--- src/rtl/clock_set_ctrl_if.sv ---
// Front-panel bundle between the board buttons/switch and the clock counter.
//   btn_mode, btn_inc : raw push-buttons, asynchronous, active-high
//   run_sw            : user run switch
//   en, hrup, minup   : controls for the clock counter
//   mode              : 00 RUN, 01 SET_HR, 10 SET_MIN
//   blink             : display flash flag for the field being set
// The controller uses the slave modport; the panel/board side uses master.
interface clock_set_ctrl_if;
  logic       btn_mode;
  logic       btn_inc;
  logic       run_sw;
  logic       en;
  logic       hrup;
  logic       minup;
  logic [1:0] mode;
  logic       blink;

  modport slave (
    input  btn_mode, btn_inc, run_sw,
    output en, hrup, minup, mode, blink
  );

  modport master (
    output btn_mode, btn_inc, run_sw,
    input  en, hrup, minup, mode, blink
  );
endinterface

--- src/rtl/clock_set_ctrl.sv ---
// Front-panel controller for the digital clock. Conditions two raw buttons
// (2-FF sync + debounce), runs the RUN / SET_HR / SET_MIN mode FSM, emits
// single-cycle hrup/minup pulses with auto-repeat, gates the clock enable and
// drives a blink flag for the field being set.
// Ports:
//   clk    : system clock
//   rst_n  : asynchronous active-low reset
//   pnl_if : front-panel bundle (buttons and run switch in; en, hrup, minup,
//            mode, blink out), all outputs registered
//
// state      | meaning
// ST_RUN     | clock runs when run_sw=1, inc presses ignored
// ST_SET_HR  | clock frozen, inc pulses hrup, idle timeout armed
// ST_SET_MIN | clock frozen, inc pulses minup, idle timeout armed
module clock_set_ctrl #(
  parameter int unsigned DEBOUNCE_CYC     = 1_000_000,
  parameter int unsigned REPEAT_DELAY_CYC = 50_000_000,
  parameter int unsigned REPEAT_RATE_CYC  = 10_000_000,
  parameter int unsigned TIMEOUT_CYC      = 1_500_000_000,
  parameter int unsigned BLINK_CYC        = 25_000_000
) (
  input logic             clk,
  input logic             rst_n,
  clock_set_ctrl_if.slave pnl_if
);

  localparam int unsigned DB_W   = (DEBOUNCE_CYC > 1) ? $clog2(DEBOUNCE_CYC) : 1;
  localparam int unsigned RP_MAX = (REPEAT_DELAY_CYC > REPEAT_RATE_CYC) ?
                                   REPEAT_DELAY_CYC : REPEAT_RATE_CYC;
  localparam int unsigned RP_W   = (RP_MAX > 1) ? $clog2(RP_MAX) : 1;
  localparam int unsigned TO_W   = (TIMEOUT_CYC > 1) ? $clog2(TIMEOUT_CYC) : 1;
  localparam int unsigned BL_W   = (BLINK_CYC > 1) ? $clog2(BLINK_CYC) : 1;

  localparam logic [DB_W-1:0] DB_TC      = DB_W'(DEBOUNCE_CYC - 1);
  localparam logic [RP_W-1:0] RP_DLY_TC  = RP_W'(REPEAT_DELAY_CYC - 1);
  localparam logic [RP_W-1:0] RP_RATE_TC = RP_W'(REPEAT_RATE_CYC - 1);
  localparam logic [TO_W-1:0] TO_TC      = TO_W'(TIMEOUT_CYC - 1);
  localparam logic [BL_W-1:0] BL_TC      = BL_W'(BLINK_CYC - 1);

  typedef enum logic [1:0] {
    ST_RUN     = 2'b00,
    ST_SET_HR  = 2'b01,
    ST_SET_MIN = 2'b10
  } state_t;

  // Button index 0 = mode, 1 = inc.
  logic [1:0]           btn_raw;
  logic [1:0]           sync1_q, sync2_q;
  logic [1:0]           db_q, db_d;
  logic [1:0][DB_W-1:0] db_cnt_q, db_cnt_d;
  logic [1:0]           arm_q, arm_d;
  logic [1:0]           vld_q;
  logic [1:0]           press;

  state_t          state_q, state_d;
  logic            state_chg;
  logic [TO_W-1:0] idle_q, idle_d;

  logic            rep_act_q, rep_act_d;
  logic            rep_rate_q, rep_rate_d;
  logic [RP_W-1:0] rep_cnt_q, rep_cnt_d;
  logic            rep_hit;

  logic [BL_W-1:0] blink_cnt_q, blink_cnt_d;
  logic            blink_q, blink_d;

  logic en_q, en_d;
  logic hrup_q, hrup_d;
  logic minup_q, minup_d;

  logic mode_press, inc_press, in_set, inc_take, rep_fire, pulse;

  assign btn_raw = {pnl_if.btn_inc, pnl_if.btn_mode};

  // Debounce. A button only produces a press once it has been seen released
  // after reset (arm), so a button held through reset never counts as a press
  // even though its debounced level still rises from 0. vld_q marks when the
  // synchroniser output reflects post-reset samples.
  always_comb begin
    db_d     = db_q;
    db_cnt_d = db_cnt_q;
    arm_d    = arm_q;
    press    = '0;
    for (int i = 0; i < 2; i++) begin
      if (sync2_q[i] != db_q[i]) begin
        if (db_cnt_q[i] == DB_TC) begin
          db_d[i]     = sync2_q[i];
          db_cnt_d[i] = '0;
          press[i]    = sync2_q[i] & arm_q[i];
        end else begin
          db_cnt_d[i] = db_cnt_q[i] + DB_W'(1);
        end
      end else begin
        db_cnt_d[i] = '0;
      end
      if (vld_q[1] && !sync2_q[i]) begin
        arm_d[i] = 1'b1;
      end
    end
  end

  assign mode_press = press[0];
  assign inc_press  = press[1];
  assign in_set     = (state_q != ST_RUN);

  // Mode FSM: a mode press has priority over the idle timeout.
  always_comb begin
    state_d = state_q;
    if (mode_press) begin
      unique case (state_q)
        ST_RUN:     state_d = ST_SET_HR;
        ST_SET_HR:  state_d = ST_SET_MIN;
        ST_SET_MIN: state_d = ST_RUN;
        default:    state_d = ST_RUN;
      endcase
    end else if (in_set && (idle_q == TO_TC)) begin
      state_d = ST_RUN;
    end
  end

  assign state_chg = (state_d != state_q);

  always_comb begin
    idle_d = idle_q + TO_W'(1);
    if (!in_set || state_chg || mode_press || inc_press) begin
      idle_d = '0;
    end
  end

  // Pulses are suppressed on the cycle the state changes, so a pulse never
  // lands in RUN and a mode+inc coincidence drops the inc.
  assign inc_take = inc_press & in_set & ~state_chg;
  assign rep_hit  = rep_rate_q ? (rep_cnt_q == RP_RATE_TC) : (rep_cnt_q == RP_DLY_TC);
  assign rep_fire = rep_act_q & db_q[1] & rep_hit & in_set & ~state_chg;
  assign pulse    = inc_take | rep_fire;

  // The press strobe coincides with db_q still low, so the press is handled
  // before the release check.
  always_comb begin
    rep_act_d  = rep_act_q;
    rep_rate_d = rep_rate_q;
    rep_cnt_d  = rep_cnt_q;
    if (state_chg) begin
      rep_act_d  = 1'b0;
      rep_rate_d = 1'b0;
      rep_cnt_d  = '0;
    end else if (inc_take) begin
      rep_act_d  = 1'b1;
      rep_rate_d = 1'b0;
      rep_cnt_d  = '0;
    end else if (!db_q[1]) begin
      rep_act_d  = 1'b0;
      rep_rate_d = 1'b0;
      rep_cnt_d  = '0;
    end else if (rep_act_q) begin
      if (rep_hit) begin
        rep_rate_d = 1'b1;
        rep_cnt_d  = '0;
      end else begin
        rep_cnt_d  = rep_cnt_q + RP_W'(1);
      end
    end
  end

  always_comb begin
    blink_cnt_d = blink_cnt_q;
    blink_d     = blink_q;
    if (state_chg) begin
      blink_cnt_d = '0;
      blink_d     = (state_d != ST_RUN);
    end else if (!in_set) begin
      blink_cnt_d = '0;
      blink_d     = 1'b0;
    end else if (blink_cnt_q == BL_TC) begin
      blink_cnt_d = '0;
      blink_d     = ~blink_q;
    end else begin
      blink_cnt_d = blink_cnt_q + BL_W'(1);
    end
  end

  always_comb begin
    en_d    = pnl_if.run_sw & (state_q == ST_RUN);
    hrup_d  = pulse & (state_q == ST_SET_HR);
    minup_d = pulse & (state_q == ST_SET_MIN);
  end

  always_ff @(posedge clk or negedge rst_n) begin
    if (!rst_n) begin
      sync1_q     <= '0;
      sync2_q     <= '0;
      vld_q       <= '0;
      db_q        <= '0;
      db_cnt_q    <= '0;
      arm_q       <= '0;
      state_q     <= ST_RUN;
      idle_q      <= '0;
      rep_act_q   <= 1'b0;
      rep_rate_q  <= 1'b0;
      rep_cnt_q   <= '0;
      blink_cnt_q <= '0;
      blink_q     <= 1'b0;
      en_q        <= 1'b0;
      hrup_q      <= 1'b0;
      minup_q     <= 1'b0;
    end else begin
      sync1_q     <= btn_raw;
      sync2_q     <= sync1_q;
      vld_q       <= {vld_q[0], 1'b1};
      db_q        <= db_d;
      db_cnt_q    <= db_cnt_d;
      arm_q       <= arm_d;
      state_q     <= state_d;
      idle_q      <= idle_d;
      rep_act_q   <= rep_act_d;
      rep_rate_q  <= rep_rate_d;
      rep_cnt_q   <= rep_cnt_d;
      blink_cnt_q <= blink_cnt_d;
      blink_q     <= blink_d;
      en_q        <= en_d;
      hrup_q      <= hrup_d;
      minup_q     <= minup_d;
    end
  end

  assign pnl_if.en    = en_q;
  assign pnl_if.hrup  = hrup_q;
  assign pnl_if.minup = minup_q;
  assign pnl_if.mode  = state_q;
  assign pnl_if.blink = blink_q;

endmodule

--- src/flat_wrapper.sv ---
// flat-port wrapper written by rule: the top's interface ports become plain ports
module clock_set_ctrl_flat 
#(
  parameter int unsigned DEBOUNCE_CYC     = 1_000_000,
  parameter int unsigned REPEAT_DELAY_CYC = 50_000_000,
  parameter int unsigned REPEAT_RATE_CYC  = 10_000_000,
  parameter int unsigned TIMEOUT_CYC      = 1_500_000_000,
  parameter int unsigned BLINK_CYC        = 25_000_000
)
  (clk, rst_n, pnl_if_btn_mode, pnl_if_btn_inc, pnl_if_run_sw, pnl_if_en, pnl_if_hrup, pnl_if_minup, pnl_if_mode, pnl_if_blink);
  clock_set_ctrl_if pnl_if_i ();
  input logic clk;
  input logic rst_n;
  input wire logic [$bits(pnl_if_i.btn_mode)-1:0] pnl_if_btn_mode;
  input wire logic [$bits(pnl_if_i.btn_inc)-1:0] pnl_if_btn_inc;
  input wire logic [$bits(pnl_if_i.run_sw)-1:0] pnl_if_run_sw;
  output wire logic [$bits(pnl_if_i.en)-1:0] pnl_if_en;
  output wire logic [$bits(pnl_if_i.hrup)-1:0] pnl_if_hrup;
  output wire logic [$bits(pnl_if_i.minup)-1:0] pnl_if_minup;
  output wire logic [$bits(pnl_if_i.mode)-1:0] pnl_if_mode;
  output wire logic [$bits(pnl_if_i.blink)-1:0] pnl_if_blink;
  assign pnl_if_i.btn_mode = pnl_if_btn_mode;
  assign pnl_if_i.btn_inc = pnl_if_btn_inc;
  assign pnl_if_i.run_sw = pnl_if_run_sw;
  assign pnl_if_en = pnl_if_i.en;
  assign pnl_if_hrup = pnl_if_i.hrup;
  assign pnl_if_minup = pnl_if_i.minup;
  assign pnl_if_mode = pnl_if_i.mode;
  assign pnl_if_blink = pnl_if_i.blink;
  clock_set_ctrl #(.DEBOUNCE_CYC(DEBOUNCE_CYC), .REPEAT_DELAY_CYC(REPEAT_DELAY_CYC), .REPEAT_RATE_CYC(REPEAT_RATE_CYC), .TIMEOUT_CYC(TIMEOUT_CYC), .BLINK_CYC(BLINK_CYC)) u_core (.clk(clk), .rst_n(rst_n), .pnl_if(pnl_if_i));
endmodule
--- config.mk ---
export PLATFORM = sky130hd
export DESIGN_NAME = clock_set_ctrl_flat
export DESIGN_NICKNAME = d
export VERILOG_FILES = /design/src/rtl/clock_set_ctrl_if.sv /design/src/rtl/clock_set_ctrl.sv /design/src/flat_wrapper.sv
export SDC_FILE = /design/constraint.sdc
export NUM_CORES = 1
export LEC_CHECK = 0
export BUFFER_PORTS_ARGS = -buffer_cell sky130_fd_sc_hd__clkbuf_2
export CORE_MARGIN = 2
export CORE_UTILIZATION = 57
export DETAILED_ROUTE_END_ITERATION = 8
export GPL_TIMING_DRIVEN = 1
export PLACE_DENSITY = 0.76
export SKIP_CTS_REPAIR_TIMING = 1
export SLEW_MARGIN = 20
export SYNTH_ARGS = -nofsm -noshare
export SYNTH_HDL_FRONTEND = slang
export SYNTH_SLANG_ARGS = --single-unit
--- constraint.sdc ---
create_clock -name clk -period 2.3 [get_ports clk]
set_input_delay 0.345 -clock clk [delete_from_list [all_inputs] [get_ports clk]]
set_output_delay 0.345 -clock clk [all_outputs]
set_load 0.005 [all_outputs]
# Yosys cells after proc, flatten, opt, wreduce, memory -nomap -nowiden
# Index checks and enable logic that the tools add are counted.
[totals]
ff_bits = 140
word_cells = 100
input_bits = 5
out_inout_bits = 6
[op_classes]
mux = 32
bitwise = 14
addsub = 5
n_eq_ne = 15
n_reduce_logical = 15
[op_table]
columns = ["operator", "n"]
rows = [
  ["$mux W26", 5],
  ["$mux W20", 4],
  ["$mux W25", 3],
  ["$add A20 B1 Y20 const B", 2],
  ["$eq A20 B20 Y1 const B", 2],
  ["$add A31 B1 Y31 const B", 1],
  ["$eq A31 B31 Y1 const B", 1],
  ["$mux W31", 1],
  ["$add A26 B1 Y26 const B", 1],
  ["$eq A26 B24 Y1 const B", 1],
  ["$eq A26 B26 Y1 const B", 1],
  ["$add A25 B1 Y25 const B", 1],
  ["$eq A25 B25 Y1 const B", 1],
  ["$mux W1", 16],
  ["$and A1 B1 Y1", 11],
  ["$ne A4 B4 Y1 const B", 2],
  ["$reduce_and A2 Y1", 3],
  ["$mux W2", 2],
  ["$pmux W2 S2", 1],
  ["$reduce_bool A2 Y1", 2],
  ["$logic_and A1 B1 Y1", 3],
  ["$logic_not A1 Y1", 3],
  ["$logic_or A1 B1 Y1", 3],
  ["$ne A3 B2 Y1 const B", 1],
  ["other kinds (8)", 10],
]

# Depth between registers and ports, before layout
# Gate-level depths: netlist (run 1).
[logic_depth]
depth_word = 9
mapped_depth = 10
depth_no_buf = 6

# Worst setup path after synthesis (run 1)
# OpenSTA, ideal clock, no wires.
[synth_timing]
path_type = "register to register"
from = "register u_core.idle_q[12]"
to = "register u_core.blink_cnt_q[1]"
required_time_ns = 2.136
t_arrival_ns = 2.283
path_stages_with_launch = 8
period_less_slack_ns = 2.447
setup_ns = 0.164
slack_ns = -0.147
n_path_buf = 2
path_cell_list = "dfrtp_1 > or4_1 > or4_1 > or4_4 > nand3_2 > buf_6 > buf_6 > nor3b_1"
[synth_between]
elab_chain_cells = 6
[synth_rtl]
columns = ["element", "line_no", "text"]
rows = [
  ["start: declaration", "clock_set_ctrl.sv:57", "logic [TO_W-1:0] idle_q, idle_d;"],
  ["start signal: assignment", "clock_set_ctrl.sv:214", "idle_q <= idle_d;"],
  ["$eq A31 B31 Y1", "clock_set_ctrl.sv:116", "end else if (in_set && (idle_q == TO_TC)) begin"],
  ["$logic_and A1 B1 Y1", "clock_set_ctrl.sv:116", ""],
  ["$mux W2", "clock_set_ctrl.sv:116", ""],
  ["$mux W2", "clock_set_ctrl.sv:109", "if (mode_press) begin"],
  ["$ne A2 B2 Y1", "clock_set_ctrl.sv:121", "assign state_chg = (state_d != state_q);"],
  ["$mux W25", "clock_set_ctrl.sv:168", "if (state_chg) begin"],
  ["named net u_core.blink_cnt_d[1]", "clock_set_ctrl.sv:64", "logic [BL_W-1:0] blink_cnt_q, blink_cnt_d;"],
  ["end signal: assignment", "clock_set_ctrl.sv:218", "blink_cnt_q <= blink_cnt_d;"],
  ["end: declaration", "clock_set_ctrl.sv:64", ""],
]
# The timed path passes the listed nets, and every way through them passes these cells.
# A chain may end at the register's enable or synchronous reset.

# Worst setup path in the final report (run 1)
[layout_timing]
from = "register u_core.idle_q[18]"
to = "register u_core.idle_q[24]"
[layout_between]
elab_chain_cells = 9
word_cells_on_any_way = 10
classes_between = "1 x add/sub; 2 x eq/ne; 3 x mux; 4 x reduce/logical"
[layout_rtl]
columns = ["element", "line_no", "text"]
rows = [
  ["$eq A31 B31 Y1", "clock_set_ctrl.sv:116", ""],
  ["$logic_and A1 B1 Y1", "clock_set_ctrl.sv:116", ""],
  ["$mux W2", "clock_set_ctrl.sv:116", ""],
  ["$mux W2", "clock_set_ctrl.sv:109", ""],
  ["$ne A2 B2 Y1", "clock_set_ctrl.sv:121", ""],
  ["$logic_or A1 B1 Y1 (3 in a row)", "clock_set_ctrl.sv:125", "if (!in_set || state_chg || mode_press || inc_press) begin"],
  ["$mux W31 *", "clock_set_ctrl.sv:125", ""],
  ["named net u_core.idle_d[24]", "clock_set_ctrl.sv:57", ""],
]
# Mark *: on every way through the listed nets, which the timed path passes. The rest lies on a longest branch.

==> results by group, run 1 <==
Worst setup path
  – Reg-to-Reg End: u_core.idle_q[24]
  – Critical path startpoint: u_core.idle_q[18]
  – Reg2reg setup slack: -160 ps
  – Critical Path RT: 2610 ps
  – R2r worst-path depth: 7
  – Critical-path cell list: or4b_1 > or4_1 > or4_4 > nand4_1 > buf_4 > clkbuf_16 > nor2_2
  – Reg2reg start: u_core.idle_q[18]
  – CP Max Fanout: 8
  – CP Capture Point: u_core.idle_q[24]
  – Slowest CP cell: or4b_1
  – Setup crit start kind: flip-flop
  – WP data arrival: 2760 ps
  – CP endpoint kind: flip-flop
  – Critical Setup Path Class: reg -> reg
  – Slowest stage delay, CP: 510 ps

Power and ir drop
  – Static leakage: 3.24 nW
  – Switching fraction of total power: 20.8%
  – Sequential share of power: 47.8%
  – Worst VDD drop: 0.505 mV
  – Internal power: 4.13 mW
  – Comb power frac: 1.8%
  – Clock Power Share: 50.4%
  – PwrDens: 647 nW/um^2
  – Sw Pwr: 1.09 mW

STA
  – Final hold violations: 0
  – Peak Freq: 0.407 GHz
  – Slew of the pin with the lowest slew margin: 692 ps
  – Final min period: 2460 ps
  – Final setup viols: 86
  – Hold slack final: 26.6 ps
  – RSZ-0062 raised after global routing: true
  – Slew margin rel.: 53.4%
  – Final Cycle Share: 107%
  – Worst setup margin: -158 ps
  – Final setup skew: 5.32 ps
  – Max-slew violations: 0

Final layout
  – Final instance area: 8070 um^2
  – Ant. Diodes: 0
  – Area grow syn2layout: 17.2%
  – Filler Cell Count: 916
  – Layout cells sized above 1: 14.0%
  – Storage cell area: 3500 um^2
  – Final Net Count: 781
  – Area of the multi-input gates: 3240 um^2

Floorplanning
  – DIE AREA: 13000 um^2
  – Cell Rows: 40
  – Core ar.: 11900 um^2
  – IO Pins: 11
  – Die height: 114 um
  – Starting Density: 57.8%
  – Die X: 114 um

Route
  – DR vias/cell: 5.89
  – DRC viols: 0
  – DR pass1 iterations: 5
  – Final ANT Viol Nets: 0
  – Via count: 5468
  – Initial DRC count: 478
  – WL per Instance: 15.9 um
  – WL final: 14.8 mm

Yosys
  – Fraction of registers with async set or reset after synthesis: 100%
  – Synthesized cell area: 6880 um^2
  – Largest family of logic cells by synthesized area: simple AND/OR/NAND/NOR gates
  – Adder-cell share of the synthesized area: 0.909%
  – Syn Area/Cell: 9.61 um^2
  – Primary FF master, synth: dfrtp_1
  – Post-synthesis sequential area ratio: 50.9%
  – Synth Area in Simple Gates: 29.5%
  – FF+latch count, synth: 140
  – Cells after synthesis: 716
  – Complex-gate fraction of the synthesized area: 3.67%
  – YS warnings: 0
  – Xor/xnor share of the synthesized area: 12.3%
  – EDFF count, synth: 0
  – Fraction of synthesized area in multiplexers: 0%
  – Syn Nets: 726
  – Count of cell types in the netlist: 47

CTS
  – Clock transition at path regs: 60 ps
  – CTS tree: built
  – Sink Count: 140
  – Clk_lat worst skew: 420 ps
  – CTS Buf Count: 17
  – H-tree depth: 4
  – CTS Root Buffer Type: clkbuf_16
  – CTS max path bufs: 2

Global routing
  – Largest net degree at the start of global routing: 55
  – All-Layer GR Usage: 24.0%
  – Number of global-route vias before repair: 5288
  – First-pass GRT wire length: 24.8 mm
  – Initial antenna violation count: 0
  – Remaining global-route overflow: 0

Run status
  – Status: finished with violations
  – Failing checks: negative setup slack

Worst hold path
  – Worst Hold Class: in -> reg

Flow run
  – Max-cap violations: 0

Place
  – DP Area: 7410 um^2
  – Number of port buffers: 10
  – Routability cong.: 0.832
  – Pre-CTS WS: -139 ps
  – Detailed Place HPWL: 9.53 mm
cell families after synthesis:
group | count (synthesis)
simple gates | 392
flops | 140
xor+xnor | 97
compound gates | 41
buf+inv | 40
fa+ha+maj | 5
other cells | 1
synthesized netlist by cell type (6+ instances only):
master    instances  area [um^2]
o21ai_0           6         30.0
dfrtp_1         140         3500
and4_1           10         87.6
nor2_1          105          394
clkbuf_1         15         56.3
nand3b_1          6         45.0
a21oi_1          12         60.1
xnor2_1          45          394
xor2_1           52          455
or4_1             7         52.6
and3_1           17          106
or3_1            12         75.1
a31oi_1          11         68.8
nand4_1          33          206
nand3_1          60          300
inv_1            14         52.6
nand2_1          59          221
nor4_1           14         87.6
nor3_1           39          195
nor4b_1           6         52.6
per-layer routing:
layer	global-route usage, %	vias up	wire length [um]
met5	0	-	0
met4	9.84	0	238
met3	4.73	15	522
met2	39.6	116	7430
met1	31.2	2718	6590
li1	-	2619	-
power groups by stage:
| stage | registers [mW] | logic, mW | clock network (mW) |
|---|---|---|---|
| floorplan | 2.53 | 0.0238 | 0 |
| global placement | 2.53 | 0.0948 | 0 |
| detailed placement | 2.54 | 0.0978 | 0 |
| CTS | 2.49 | 0.0988 | 2.66 |
| global route | 2.49 | 0.111 | 2.78 |
| finish | 2.49 | 0.0955 | 2.63 |
cells in the final DEF (no fill, tap or decap), types with 3 or more instances in the layout:
master / instances
nor2_2: 9
ha_1: 5
xor2_1: 52
and4_1: 10
nor2_1: 95
nor3_1: 39
a21oi_1: 12
nand3b_1: 6
nand2b_1: 4
buf_4: 43
nor4b_1: 5
nor3b_1: 3
a31oi_1: 11
nor4_1: 14
nand3_1: 60
nand2_1: 58
and3_1: 17
buf_12: 5
o21ai_0: 6
or3_1: 11
clkinv_2: 4
inv_1: 14
clkbuf_16: 18
or4_1: 7
and2_1: 3
dfrtp_1: 140
xnor2_1: 45
nand4_1: 33
clkbuf_2: 9
how the worst min path moves through the flow:
stage,cells past startpoint,end,from
2_1_floorplan,0,u_core.arm_q[0],rst_n
3_3_place_gp,1,u_core.rep_cnt_q[5],rst_n
3_5_place_dp,1,u_core.rep_cnt_q[12],rst_n
4_1_cts,1,u_core.rep_cnt_q[12],rst_n
5_1_grt,1,u_core.sync1_q[1],pnl_if_btn_inc
6_report,1,u_core.sync1_q[0],pnl_if_btn_mode
metrics by stage:
step,utilization [%],setup TNS (ps),power [mW],cells
final,67.7,-7210,5.22,928
after global placement,62.2,-2790,2.63,893
after CTS,66.8,-8820,5.26,922
after global routing,67.7,-11930,5.39,928
after floorplan,-,-2420,2.56,716
after detailed placement,62.2,-7630,2.63,893
critical path, delay by kind of cell, from the launching register on:
kind	cells	cell delay [ps]
buffers and inverters	2	310
AND/OR/NAND/NOR	5	1640
flip-flops	1	380
layout make-up:
| class | count | area share [%] |
|---|---|---|
| flip-flops and latches | 140 | 43.4 |
| multi-input cells | 536 | 40.2 |
| repair buffers | 61 | 6.52 |
| clock buffers | 21 | 5.71 |
| well taps | 147 | 2.28 |
| clock inverters | 8 | 1.18 |
| inverters | 15 | 0.698 |
registers in the layout, summed over array words and instances (netlist names):
name / count
u_core.rep_cnt_q: 26
u_core.vld_q: 2
u_core.sync1_q: 2
u_core.sync2_q: 2
u_core.db_q: 2
u_core.arm_q: 2
u_core.pnl_if.mode: 2
u_core.pnl_if.minup: 1
u_core.idle_q: 31
u_core.db_cnt_q: 40
u_core.pnl_if.en: 1
u_core.blink_cnt_q: 25
u_core.rep_rate_q: 1
u_core.pnl_if.hrup: 1
u_core.pnl_if.blink: 1
u_core.rep_act_q: 1
(Power assumes the default switching activity.)
==> inputs of run 2 (changes only) <==
Settings changed: BUFFER_PORTS_ARGS -buffer_cell sky130_fd_sc_hd__clkbuf_2 to -buffer_cell sky130_fd_sc_hd__buf_2.
==> run 2 against run 1 <==
  * The run still ends with negative setup slack left
  * Die area is the same
  * Clock-buffer cell count up 1
  * Non-clock buffer count is 1 higher
  * Wire length grew 4.1%
  * Critical path depth fell by 1
  * First-iteration DRC count is 15% lower
  * Clock skew rose by 3.9 ps
  * Highest routed layer unchanged
==> results by group, run 2 (synthesis gave the netlist of run 1 again) <==
Run status
  – Status: finished with violations
  – Failing checks: negative setup slack

Route
  – DR vias/cell: 5.99
  – Via count: 5571
  – Final ANT Viol Nets: 0
  – Initial DRC count: 405
  – DR pass1 iterations: 4
  – WL final: 15.4 mm
  – DRC viols: 0
  – WL per Instance: 16.5 um

STA
  – Max-slew violations: 0
  – Final hold violations: 0
  – RSZ-0062 raised after global routing: true
  – Slew of the pin with the lowest slew margin: 596 ps
  – Worst setup margin: -144 ps
  – Final setup viols: 87
  – Final setup skew: 9.21 ps
  – Slew margin rel.: 59.9%
  – Final min period: 2440 ps
  – Peak Freq: 0.409 GHz
  – Hold slack final: 28.1 ps
  – Final Cycle Share: 106%

CTS
  – CTS tree: built
  – Clk_lat worst skew: 420 ps
  – Clock transition at path regs: 60 ps
  – CTS max path bufs: 2
  – Sink Count: 140
  – CTS Buf Count: 17
  – H-tree depth: 4
  – CTS Root Buffer Type: clkbuf_16

Global routing
  – Initial antenna violation count: 0
  – All-Layer GR Usage: 24.6%
  – Largest net degree at the start of global routing: 61
  – Number of global-route vias before repair: 5470
  – First-pass GRT wire length: 25.4 mm
  – Remaining global-route overflow: 0

Floorplanning
  – Die height: 114 um
  – Starting Density: 57.8%
  – Cell Rows: 40
  – IO Pins: 11
  – DIE AREA: 13000 um^2
  – Core ar.: 11900 um^2
  – Die X: 114 um

Final layout
  – Final instance area: 8190 um^2
  – Max FFs per register: 40
  – Area of the multi-input gates: 3320 um^2
  – Top reg by flops: u_core.db_cnt_q
  – Commonest non-fill, non-tap cells in the layout: dfrtp_1 (140), nor2_1 (92), nand3_1 (60)
  – Layout cells sized above 1: 14.9%
  – Util after Layout: 68.7%
  – Final Net Count: 782
  – Biggest regs: u_core.db_cnt_q x40, u_core.idle_q x31, u_core.rep_cnt_q x26
  – Filler Cell Count: 857
  – Finished Layout Cells: 930
  – Area grow syn2layout: 18.9%
  – Commonest non-fill, non-tap cell in the layout: dfrtp_1
  – Ant. Diodes: 0
  – Storage cell area: 3500 um^2

Worst setup path
  – WP depth: 6
  – Reg-to-Reg End: u_core.idle_q[30]
  – Critical-path cell list: or4b_1 > or4_1 > or4_4 > nand4_1 > buf_12 > nor2_1
  – Family with the most delay on the worst path: simple AND/OR/NAND/NOR gates
  – Critical Path RT: 2610 ps
  – R2r worst-path depth: 6
  – WP data arrival: 2750 ps
  – Slowest stage delay, CP: 520 ps
  – Reg2reg start: u_core.idle_q[18]
  – Slowest CP cell: or4b_1
  – CP endpoint kind: flip-flop
  – Setup crit start kind: flip-flop
  – Critical Setup Path Class: reg -> reg
  – Reg2reg setup slack: -140 ps
  – CP bufs+invs: 1
  – CP Max Fanout: 31

Place
  – DP Area: 7430 um^2
  – Number of port buffers: 10
  – Detailed Place HPWL: 9.77 mm
  – Routability cong.: 0.824
  – Dpl cells: 895

Flow run
  – Max-cap violations: 0

Power and ir drop
  – Worst VDD drop: 0.647 mV
  – PwrDens: 640 nW/um^2
  – Static leakage: 3.27 nW

Worst hold path
  – Worst Hold Class: in -> reg
  – Hold Path End: u_core.sync1_q[0]
  – Hold depth: 1
  – Worst Min Path Start: pnl_if_btn_mode
==> run 2: cell types whose count changed in the layout (fill, tap and decap cells not counted), moves of 3 or more <==
cell / before / now
nor2_2: 9 / 4
clkbuf_2: 9 / 0
nor2_1: 95 / 92
buf_2: 0 / 9
nor2_4: 1 / 9
==> run 2: cell type report <==
type                       count  area share [%]
sequential                   140            42.8
multi-input combinational    536            40.5
timing repair buffer          62            6.92
clock buffer                  22            5.67
inverter                      15           0.688
clock inverter                 8            1.15
tap                          147            2.25
==> run 2: worst max-delay path by stage <==
stage	startpoint	to	slack (ps)
floorplan	u_core.db_cnt_q[6]	u_core.blink_cnt_q[1]	-80
CTS	u_core.idle_q[18]	u_core.idle_q[30]	-150
global route	u_core.idle_q[18]	u_core.idle_q[26]	-190
global placement	u_core.idle_q[18]	u_core.idle_q[30]	-90
detailed placement	u_core.idle_q[18]	u_core.idle_q[30]	-150
finish	u_core.idle_q[18]	u_core.idle_q[30]	-140
==> run 2: metal layers <==
metal  global-route usage, %  up-vias  wire [um]
li1                        -     2623          -
met1                    32.1     2780       6810
met2                    40.7      142       7740
met3                    5.84       26        588
met4                    8.13        0        235
met5                       0        -          0
==> run 2: per-stage QoR <==
stage | setup TNS [ps] | power (mW) | setup slack, ps
final | -8440 | 5.24 | -144
after global routing | -13000 | 5.40 | -195
after CTS | -8800 | 5.24 | -149
after detailed placement | -7920 | 2.63 | -146
after global placement | -4530 | 2.63 | -88.0
after floorplan | -2420 | 2.56 | -78.3
==> run 2: where the power goes <==
group	switching (mW)	internal [mW]	total (mW)
registers	0.0140	2.48	2.49
clock network	0.997	1.63	2.63
logic	0.0829	0.0371	0.120
